<file path="config.mk">
export PLATFORM = sky130hd
export DESIGN_NAME = pipe_ctrl
export DESIGN_NICKNAME = d
export VERILOG_FILES = /design/src/rtl/pipe_ctrl.sv
export SDC_FILE = /design/constraint.sdc
export NUM_CORES = 1
export LEC_CHECK = 0
export BUFFER_PORTS_ARGS = -buffer_cell sky130_fd_sc_hd__buf_2
export CORE_ASPECT_RATIO = 0.7
export CORE_MARGIN = 2
export CORE_UTILIZATION = 58
export DETAILED_ROUTE_END_ITERATION = 8
export GPL_TIMING_DRIVEN = 0
export PLACE_DENSITY = 0.95
export SETUP_SLACK_MARGIN = 0.02
export SYNTH_ARGS = -nofsm -noshare
export SYNTH_HDL_FRONTEND = slang
export SYNTH_SLANG_ARGS = --single-unit
export TNS_END_PERCENT = 20
</file>
<file path="constraint.sdc">
create_clock -name clk -period 9.7 [get_ports clk]
set_clock_uncertainty 0.15 [all_clocks]
set_input_delay 0.485 -clock clk [delete_from_list [all_inputs] [get_ports clk]]
set_output_delay 0.485 -clock clk [all_outputs]
set_load 0.01 [all_outputs]
</file>
<file path="src/rtl/pipe_ctrl.sv">
// rtl/pipe_ctrl.sv - RV32 pipeline control: branch resolution, PC redirect, flush/stall, branch counters
module pipe_ctrl #(
    parameter int FLUSH_CYCLES = 2,
    parameter int CNT_W        = 32
) (
    input  logic             clk,
    input  logic             rst,
    input  logic             ix_fire,
    input  logic [2:0]       ix_branch,
    input  logic             ix_zero,
    input  logic             ix_less,
    input  logic [31:0]      ix_pc,
    input  logic [31:0]      ix_imm,
    input  logic [31:0]      ix_busa,
    input  logic             ix_valid,
    input  logic [4:0]       ix_rd,
    input  logic             ix_memtoreg,
    input  logic             id_valid,
    input  logic [4:0]       id_rs1,
    input  logic [4:0]       id_rs2,
    input  logic             id_use1,
    input  logic             id_use2,
    input  logic             redirect_ready,
    output logic             redirect_valid,
    output logic [31:0]      redirect_pc,
    output logic             flush_if,
    output logic             flush_id,
    output logic             flush_ix,
    output logic             stall_id,
    output logic             busy,
    output logic [CNT_W-1:0] br_total,
    output logic [CNT_W-1:0] br_taken
);

    typedef enum logic [1:0] {S_RUN, S_REDIR, S_DRAIN} state_t;

    // Counter load value once IF accepts the redirect; DRAIN then lasts FLUSH_CYCLES cycles.
    localparam logic [3:0] DRAIN_INIT = 4'(FLUSH_CYCLES - 1);

    state_t             state_q, state_d;
    logic [3:0]         cnt_q, cnt_d;
    logic [31:0]        redirect_pc_q, redirect_pc_d;
    logic               flush_ix_q, flush_ix_d;
    logic [CNT_W-1:0]   br_total_q, br_total_d;
    logic [CNT_W-1:0]   br_taken_q, br_taken_d;

    logic               resolved;
    logic               cond_taken;
    logic               taken;
    logic [31:0]        jalr_sum;
    logic [31:0]        target;
    logic               load_use;

    // Branch resolution: only a firing control-transfer in RUN counts; wrong-path fires are ignored.
    always_comb begin
        resolved   = ix_fire && (state_q == S_RUN) && (ix_branch != 3'b000);
        cond_taken = 1'b0;
        case (ix_branch)
            3'b001, 3'b010: cond_taken = 1'b1;
            3'b100:         cond_taken = ix_zero;
            3'b101:         cond_taken = ~ix_zero;
            3'b110, 3'b011: cond_taken = ix_less;
            3'b111:         cond_taken = ~ix_less;
            default:        cond_taken = 1'b0;
        endcase
        taken    = resolved && cond_taken;
        jalr_sum = ix_busa + ix_imm;
        target   = (ix_branch == 3'b010) ? {jalr_sum[31:1], 1'b0} : (ix_pc + ix_imm);
    end

    // Datapath next values: redirect target latch, IX flush pulse, wrapping perf counters.
    always_comb begin
        redirect_pc_d = taken ? target : redirect_pc_q;
        flush_ix_d    = taken;
        br_total_d    = br_total_q + CNT_W'(resolved);
        br_taken_d    = br_taken_q + CNT_W'(taken);
    end

    // State and datapath registers, asynchronously cleared.
    always_ff @(posedge clk or negedge rst) begin
        if (!rst) begin
            state_q       <= S_RUN;
            cnt_q         <= 4'd0;
            redirect_pc_q <= 32'd0;
            flush_ix_q    <= 1'b0;
            br_total_q    <= '0;
            br_taken_q    <= '0;
        end else begin
            state_q       <= state_d;
            cnt_q         <= cnt_d;
            redirect_pc_q <= redirect_pc_d;
            flush_ix_q    <= flush_ix_d;
            br_total_q    <= br_total_d;
            br_taken_q    <= br_taken_d;
        end
    end

    // Next-state logic: RUN -> REDIR on taken, REDIR waits for IF, DRAIN counts down the flush window.
    always_comb begin
        state_d = state_q;
        cnt_d   = cnt_q;
        case (state_q)
            S_RUN: begin
                if (taken) begin
                    state_d = S_REDIR;
                end
            end
            S_REDIR: begin
                if (redirect_ready) begin
                    cnt_d   = DRAIN_INIT;
                    state_d = (DRAIN_INIT == 4'd0) ? S_RUN : S_DRAIN;
                end
            end
            S_DRAIN: begin
                if (cnt_q == 4'd0) begin
                    state_d = S_RUN;
                end else begin
                    cnt_d = cnt_q - 4'd1;
                end
            end
            default: begin
                state_d = S_RUN;
                cnt_d   = 4'd0;
            end
        endcase
    end

    // Output logic: flushes dominate the load-use stall, which is only meaningful in RUN.
    always_comb begin
        load_use = ix_valid && ix_memtoreg && (ix_rd != 5'd0) && id_valid &&
                   ((id_use1 && (id_rs1 == ix_rd)) || (id_use2 && (id_rs2 == ix_rd)));
        redirect_valid = (state_q == S_REDIR);
        redirect_pc    = redirect_pc_q;
        flush_if       = (state_q != S_RUN);
        flush_id       = (state_q != S_RUN);
        flush_ix       = flush_ix_q;
        busy           = (state_q != S_RUN);
        stall_id       = rst && (state_q == S_RUN) && load_use;
        br_total       = br_total_q;
        br_taken       = br_taken_q;
    end

endmodule
</file>
* Word-level counts from Yosys, hierarchy flattened *
Index checks and enable logic that the tools add are counted.

cells by class
  add/subtract/negate cells = 5
  equal/unequal tests = 15
  mux-type cells = 9
  bitwise operators = 3
  reductions and logical operators = 21

operator list
  operator               count
  $add A32 B1 Y32        2
  $add A32 B32 Y32       2
  $mux W32               1
  $eq A3 B3 Y1 const B   4
  $pmux W4 S3            1
  $logic_and A1 B1 Y1    11
  $eq A5 B5 Y1           2
  $mux W4                2
  $ne A2 B2 Y1 const B   4
  $eq A3 B2 Y1 const B   2
  $mux W2                3
  $pmux W2 S3            1
  $reduce_and A3 Y1      2
  $pmux W1 S5            1
  $reduce_bool A5 Y1     1
  $logic_not A4 Y1       1
  $reduce_or A2 Y1       2
  $sub A4 B1 Y4 const B  1
  $eq A3 B1 Y1 const B   1
  $not A1 Y1             3
  $reduce_bool A3 Y1     1
  $eq A2 B1 Y1 const B   1
  $eq A2 B2 Y1 const B   1
  $logic_not A2 Y1       1
  other kinds (2)        2

storage, ports and cells
  flip-flop bits (word level) = 103

* Logic depth before layout (Yosys ltp) *
  word-level depth = 6
  gate-level depth with buffers = 16

* Worst setup path before layout *
No wires, ideal clock.

  path kind = in2reg
  from = in ix_branch[0]
  to = reg br_taken_q[30] (netlist: br_taken[30])
  setup time = 0.125 ns
  arrival = 3.034 ns
  setup slack = 6.390 ns
  stages = 15
  path buffers = 3
  cells stage by stage = clkbuf_1 -> o311a_1 -> o21ai_0 -> a21o_1 -> buf_6 -> inv_1 -> clkbuf_1 -> ha_1 -> ha_1 -> inv_1 -> nor2_1 -> nand4_1 -> nor4_1 -> nand2_1 -> xnor2_1

between the ends
  longest elaborated chain between the ends = 5

ends and longest elaborated chain
  item                                        line  source
  from (decl)                                 9     input logic [2:0] ix_branch,
  $eq A3 B3 Y1, or another cell as far along  58    case (ix_branch)
  $reduce_or A2 Y1                            58
  $pmux W1 S5                                 58
  $logic_and A1 B1 Y1 (*)                     66    taken = resolved && cond_taken;
  net flush_ix_d                              43    logic flush_ix_q, flush_ix_d;
  $add A32 B1 Y32 (*)                         76    br_taken_d = br_taken_q + CNT_W'(taken);
  net br_taken_d[30]                          45    logic [CNT_W-1:0] br_taken_q, br_taken_d;
  to (signal assigned)                        94    br_taken_q <= br_taken_d;
  to (decl)                                   45

The timed path passes the listed nets; every way through them passes the cells marked *.
A chain may end at the register's enable or synchronous reset.

* Worst setup path after layout *
  from = reg state_q[1]
  to = reg br_taken_q[28] (netlist: br_taken[28])

between the ends
  longest elaborated chain between the ends = 5

ends and longest elaborated chain
  item                              line  source
  from (decl)                       40    state_t state_q, state_d;
  from (signal assigned)            89    state_q <= state_d;
  $logic_not A2 Y1                  56    resolved = ix_fire && (state_q == S_RUN) && (ix_branch != 3'b000);
  $logic_and A1 B1 Y1 (2 in a row)  56
  $logic_and A1 B1 Y1               66
  net flush_ix_d                    43
  $add A32 B1 Y32                   76
  net br_taken_d[28]                45

The timed path passes the listed nets, and every way through them passes these cells.

==> results.tsv <==
stage	metric	value	unit
worst_setup_path	timing_worst_setup_path_type	flip-flop to flip-flop	
drt	vias_per_cell	5.88	
clock_network	cts_htree_levels	3	
drt	drtIter0Drc	576	
placed_design	post-dp-hpwl	19000	um
worst_setup_path	cell_family_contributing_the_most_delay_on_the_critical_path	simple AND/OR/NAND/NOR gates	
drt	routedWlPerCell	17.7	um
worst_hold_path	hold_path_end	state_q[1]$_DFFE_PN0P_	
worst_setup_path	regToRegSetupSlack	5.58	ns
synth	yosysMostFrequentCell	sky130_fd_sc_hd__dfrtp_1	
clock_network	clockBufferDepth	2	
placed_design	port_buffers	225	
sta	slew_viol_final	0	
synth	synth_top_cell_area_share	0.325	
clock_network	numCtsBuffers	9	
clock_network	clkSinkCount	103	
placed_design	dpl.cell_count	1323	
synth	dominantRegCellSynth	sky130_fd_sc_hd__dfrtp_1	
layout	fillCellCount	992	
layout	final_cell_count_no_fill	1340	
grt	all_layer_global_routing_usage	0.322	
synth	synth_enable_flop_cells	0	
worst_hold_path	timing.hold.worst.start	redirect_ready	
floorplanning	die_height	102	um
synth	post_synth_inst_count	912	
worst_setup_path	slowest_cell_delay_on_critical_path	0.48	ns
drt	ant_nets	0	
grt	vias_in_the_first_global_route	7318	
job	cap_violations	0	
layout	final_layout_size_suffix_gt1_frac	0.232	
floorplanning	coreArea	13300	um^2
synth	synth_common_cells	sky130_fd_sc_hd__dfrtp_1 (103), sky130_fd_sc_hd__nand2_1 (93), sky130_fd_sc_hd__xnor2_1 (85)	
synth	syn-cell-area	7940	um^2
clock_network	tritoncts	done	
synth	synthDominantAreaCellType	sky130_fd_sc_hd__dfrtp_1	
worst_setup_path	worst_setup_path_end_kind	flip-flop	
synth	synthesis.nets	1110	
drt	wirelength	23800	um
sta	fin_crit	4.12	ns
worst_setup_path	critPathMaxFanout	11	
drt	drtPass1Iterations	5	
synth	ys.warnings.count	0	
power_and_ir_drop	ir_worst_vdd	0.000102	V
floorplanning	die_x	144	um
floorplanning	boundaryPins	227	
power_and_ir_drop	power_density	171	nW/um^2
sta	setup_viol_count_final	0	
drt	post-route-drc-count	0	
drt	route.vias.total	7881	
worst_setup_path	regToRegEndpoint	br_taken[28]$_DFF_PN0_	
worst_setup_path	launch_point_of_the_worst_path	state_q[1]$_DFFE_PN0P_	
grt	grt_max_degree	73	
clock_network	cts.clk_slew.worst_paths	0.08	ns
floorplanning	floorplan.die_area	14700	um^2
synth	async_set_or_reset_register_ratio_after_synthesis	1.00	
synth	yosys.cell_types.count	72	
synth	syn_area_per_cell	8.71	um^2
clock_network	clock_insertion_delay_worst_skew	0.35	ns
sta	rsz0062_at_grt	false	
sta	max_freq	243	MHz
worst_setup_path	crit_path_cell_trace	inv_1 -> ha_1 -> o311a_1 -> o21ai_0 -> a21o_1 -> buf_6 -> inv_1 -> clkbuf_1 -> ha_1 -> ha_1 -> inv_1 -> nor2_1 -> nand4_1 -> nor4_1 -> nand2_1 -> xnor2_1	
synth	ys_top_cells_by_area	sky130_fd_sc_hd__dfrtp_1 (32%), sky130_fd_sc_hd__ha_1 (11%), sky130_fd_sc_hd__xnor2_1 (9.4%)	
worst_setup_path	worst_path_max_delay_cell	sky130_fd_sc_hd__nor4_1	
synth	synth.yosys.seq_area_share	0.325	
worst_setup_path	reg2regPathDepth	16	
sta	fin_crit_sh	0.424	
floorplanning	start_util	0.598	
sta	transition_time_at_the_pin_with_the_least_slew_margin	0.892	ns
layout	fin_nets	1348	
worst_setup_path	worst_ep_required_time	9.79	ns
sta	timing_hold_violations_final	0	
grt	number_of_antenna_violations_at_the_first_check_in_global_routing	0	
worst_setup_path	critical_path_buf_inv_count	5	
sta	slew-limit-headroom	0.403	
floorplanning	rows	35	
worst_setup_path	arrival	4.21	ns
worst_setup_path	critPathLaunchType	flip-flop	
clock_network	root_buffer	sky130_fd_sc_hd__clkbuf_16	
synth	synth.ff_latch_count	103	
power_and_ir_drop	power.static_leakage	4.86	nW
grt	global_route.overflow_total	0	
grt	grt_pass1_wl	37000	um
worst_setup_path	rr_startpoint	state_q[1]$_DFFE_PN0P_	
clock_network	cts.repair_timing.setup_buffer_count	0	
sta	finalSetupTns	0	ns
status	status	finished, final reports clean	
placed_design	place_congestion	0.997	
worst_hold_path	hold_depth	3	
layout	num_antenna_cells	0	
layout	area_growth_from_synthesis_to_layout	21.5	%
worst_hold_path	hold_class	input port to flip-flop	
==> timing repair <==
| action | 4_1_cts | 5_1_grt |
|---|---|---|
| hold buffers | 1 | 0 |
| gates resized for setup | 0 | 0 |
| hold endpoints to repair | 32 | 0 |
==> placed cells by master, fill, tap and decap left out, types with 18 or more instances in the layout <==
cell type and n:
sky130_fd_sc_hd__buf_2 226, sky130_fd_sc_hd__dfrtp_1 103, sky130_fd_sc_hd__nand2_1 93, sky130_fd_sc_hd__xnor2_1 85, sky130_fd_sc_hd__a21oi_1 79, sky130_fd_sc_hd__ha_1 71, sky130_fd_sc_hd__nor2_1 69, sky130_fd_sc_hd__o21ai_0 58
sky130_fd_sc_hd__nand3_1 42, sky130_fd_sc_hd__xor2_1 36, sky130_fd_sc_hd__inv_1 28, sky130_fd_sc_hd__a21o_1 25, sky130_fd_sc_hd__and3_1 20, sky130_fd_sc_hd__clkbuf_1 18, sky130_fd_sc_hd__nand4_1 18
==> metal layers <==
metal	global-route usage	vias up	part of all wire
met5	0	-	0
met1	0.466	3658	0.45
li1	-	3762	-
met2	0.503	435	0.44
met4	0.0611	0	0.012
met3	0.0745	26	0.096
==> stage by stage <==
| stage | cell area, um^2 | power [mW] | setup WS, ns | util | hold WS, ns |
|---|---|---|---|---|---|
| 2_1_floorplan | 7940 | 0.996 | 6.39 | - | 0.0394 |
| 3_3_place_gp | 9300 | 1.23 | 5.77 | 0.701 | 0.297 |
| 3_5_place_dp | 9330 | 1.26 | 5.63 | 0.703 | 0.307 |
| 4_1_cts | 9650 | 1.64 | 5.63 | 0.727 | 0.298 |
| 5_1_grt | 9650 | 1.74 | 5.18 | 0.727 | 0.314 |
| 6_report | 9650 | 1.65 | 5.58 | 0.727 | 0.296 |
==> how the worst max path moves through the flow <==
stage | endpoint | cells past startpoint
floorplan | br_taken[30]$_DFF_PN0_ | 15
global placement | br_taken[31]$_DFF_PN0_ | 13
detailed placement | br_taken[28]$_DFF_PN0_ | 16
CTS | br_taken[28]$_DFF_PN0_ | 16
global route | br_taken[28]$_DFF_PN0_ | 16
finish | br_taken[28]$_DFF_PN0_ | 16
==> power by group <==
| part | switching, mW | internal, mW | total, mW |
|---|---|---|---|
| clock network | 0.190 | 0.185 | 0.375 |
| registers | 0.0767 | 0.523 | 0.599 |
| logic | 0.396 | 0.277 | 0.672 |
| total | 0.662 | 0.984 | 1.65 |
==> logic make-up (layout without fill, tap and decap cells) <==
logic type | Yosys count | after routing | synth area share
AO/OA/AOI/OAI | 253 | 253 | 0.206
XOR/XNOR | 121 | 121 | 0.133
adder cells (fa/ha/maj) | 73 | 73 | 0.117
buffers and inverters | 57 | 300 | 0.0329
flip-flops | 103 | 103 | 0.325
multiplexers | 5 | 5 | 0.00630
AND/OR/NAND/NOR | 300 | 300 | 0.180
==> cell type report <==
class                           instances  area (um^2)  area share
Clock inverter                          7         81.3     0.00843
Multi-Input combinational cell        752         5110       0.529
Timing Repair Buffer                  227         1170       0.121
Inverter                               28          105      0.0109
Buffer                                 29          156      0.0162
Clock buffer                            9          225      0.0233
Tap cell                              185          231      0.0240
Sequential cell                       103         2580       0.267
==> worst reg2reg max path, stage by stage (launching register included) <==
cell and delay, ns:
sky130_fd_sc_hd__dfrtp_1 0.40, sky130_fd_sc_hd__inv_1 0.13, sky130_fd_sc_hd__ha_1 0.26, sky130_fd_sc_hd__o311a_1 0.18, sky130_fd_sc_hd__o21ai_0 0.08, sky130_fd_sc_hd__a21o_1 0.19, sky130_fd_sc_hd__buf_6 0.15, sky130_fd_sc_hd__inv_1 0.11
sky130_fd_sc_hd__clkbuf_1 0.45, sky130_fd_sc_hd__ha_1 0.31, sky130_fd_sc_hd__ha_1 0.25, sky130_fd_sc_hd__inv_1 0.10, sky130_fd_sc_hd__nor2_1 0.26, sky130_fd_sc_hd__nand4_1 0.25, sky130_fd_sc_hd__nor4_1 0.48, sky130_fd_sc_hd__nand2_1 0.14
sky130_fd_sc_hd__xnor2_1 0.15
==> flip-flops by register name, indices dropped and copies added (netlist names) <==
register	cells
br_taken	32
br_total	32
cnt_q	4
flush_ix	1
redirect_pc	32
state_q	2
Power figures use the tool's default switching activity.
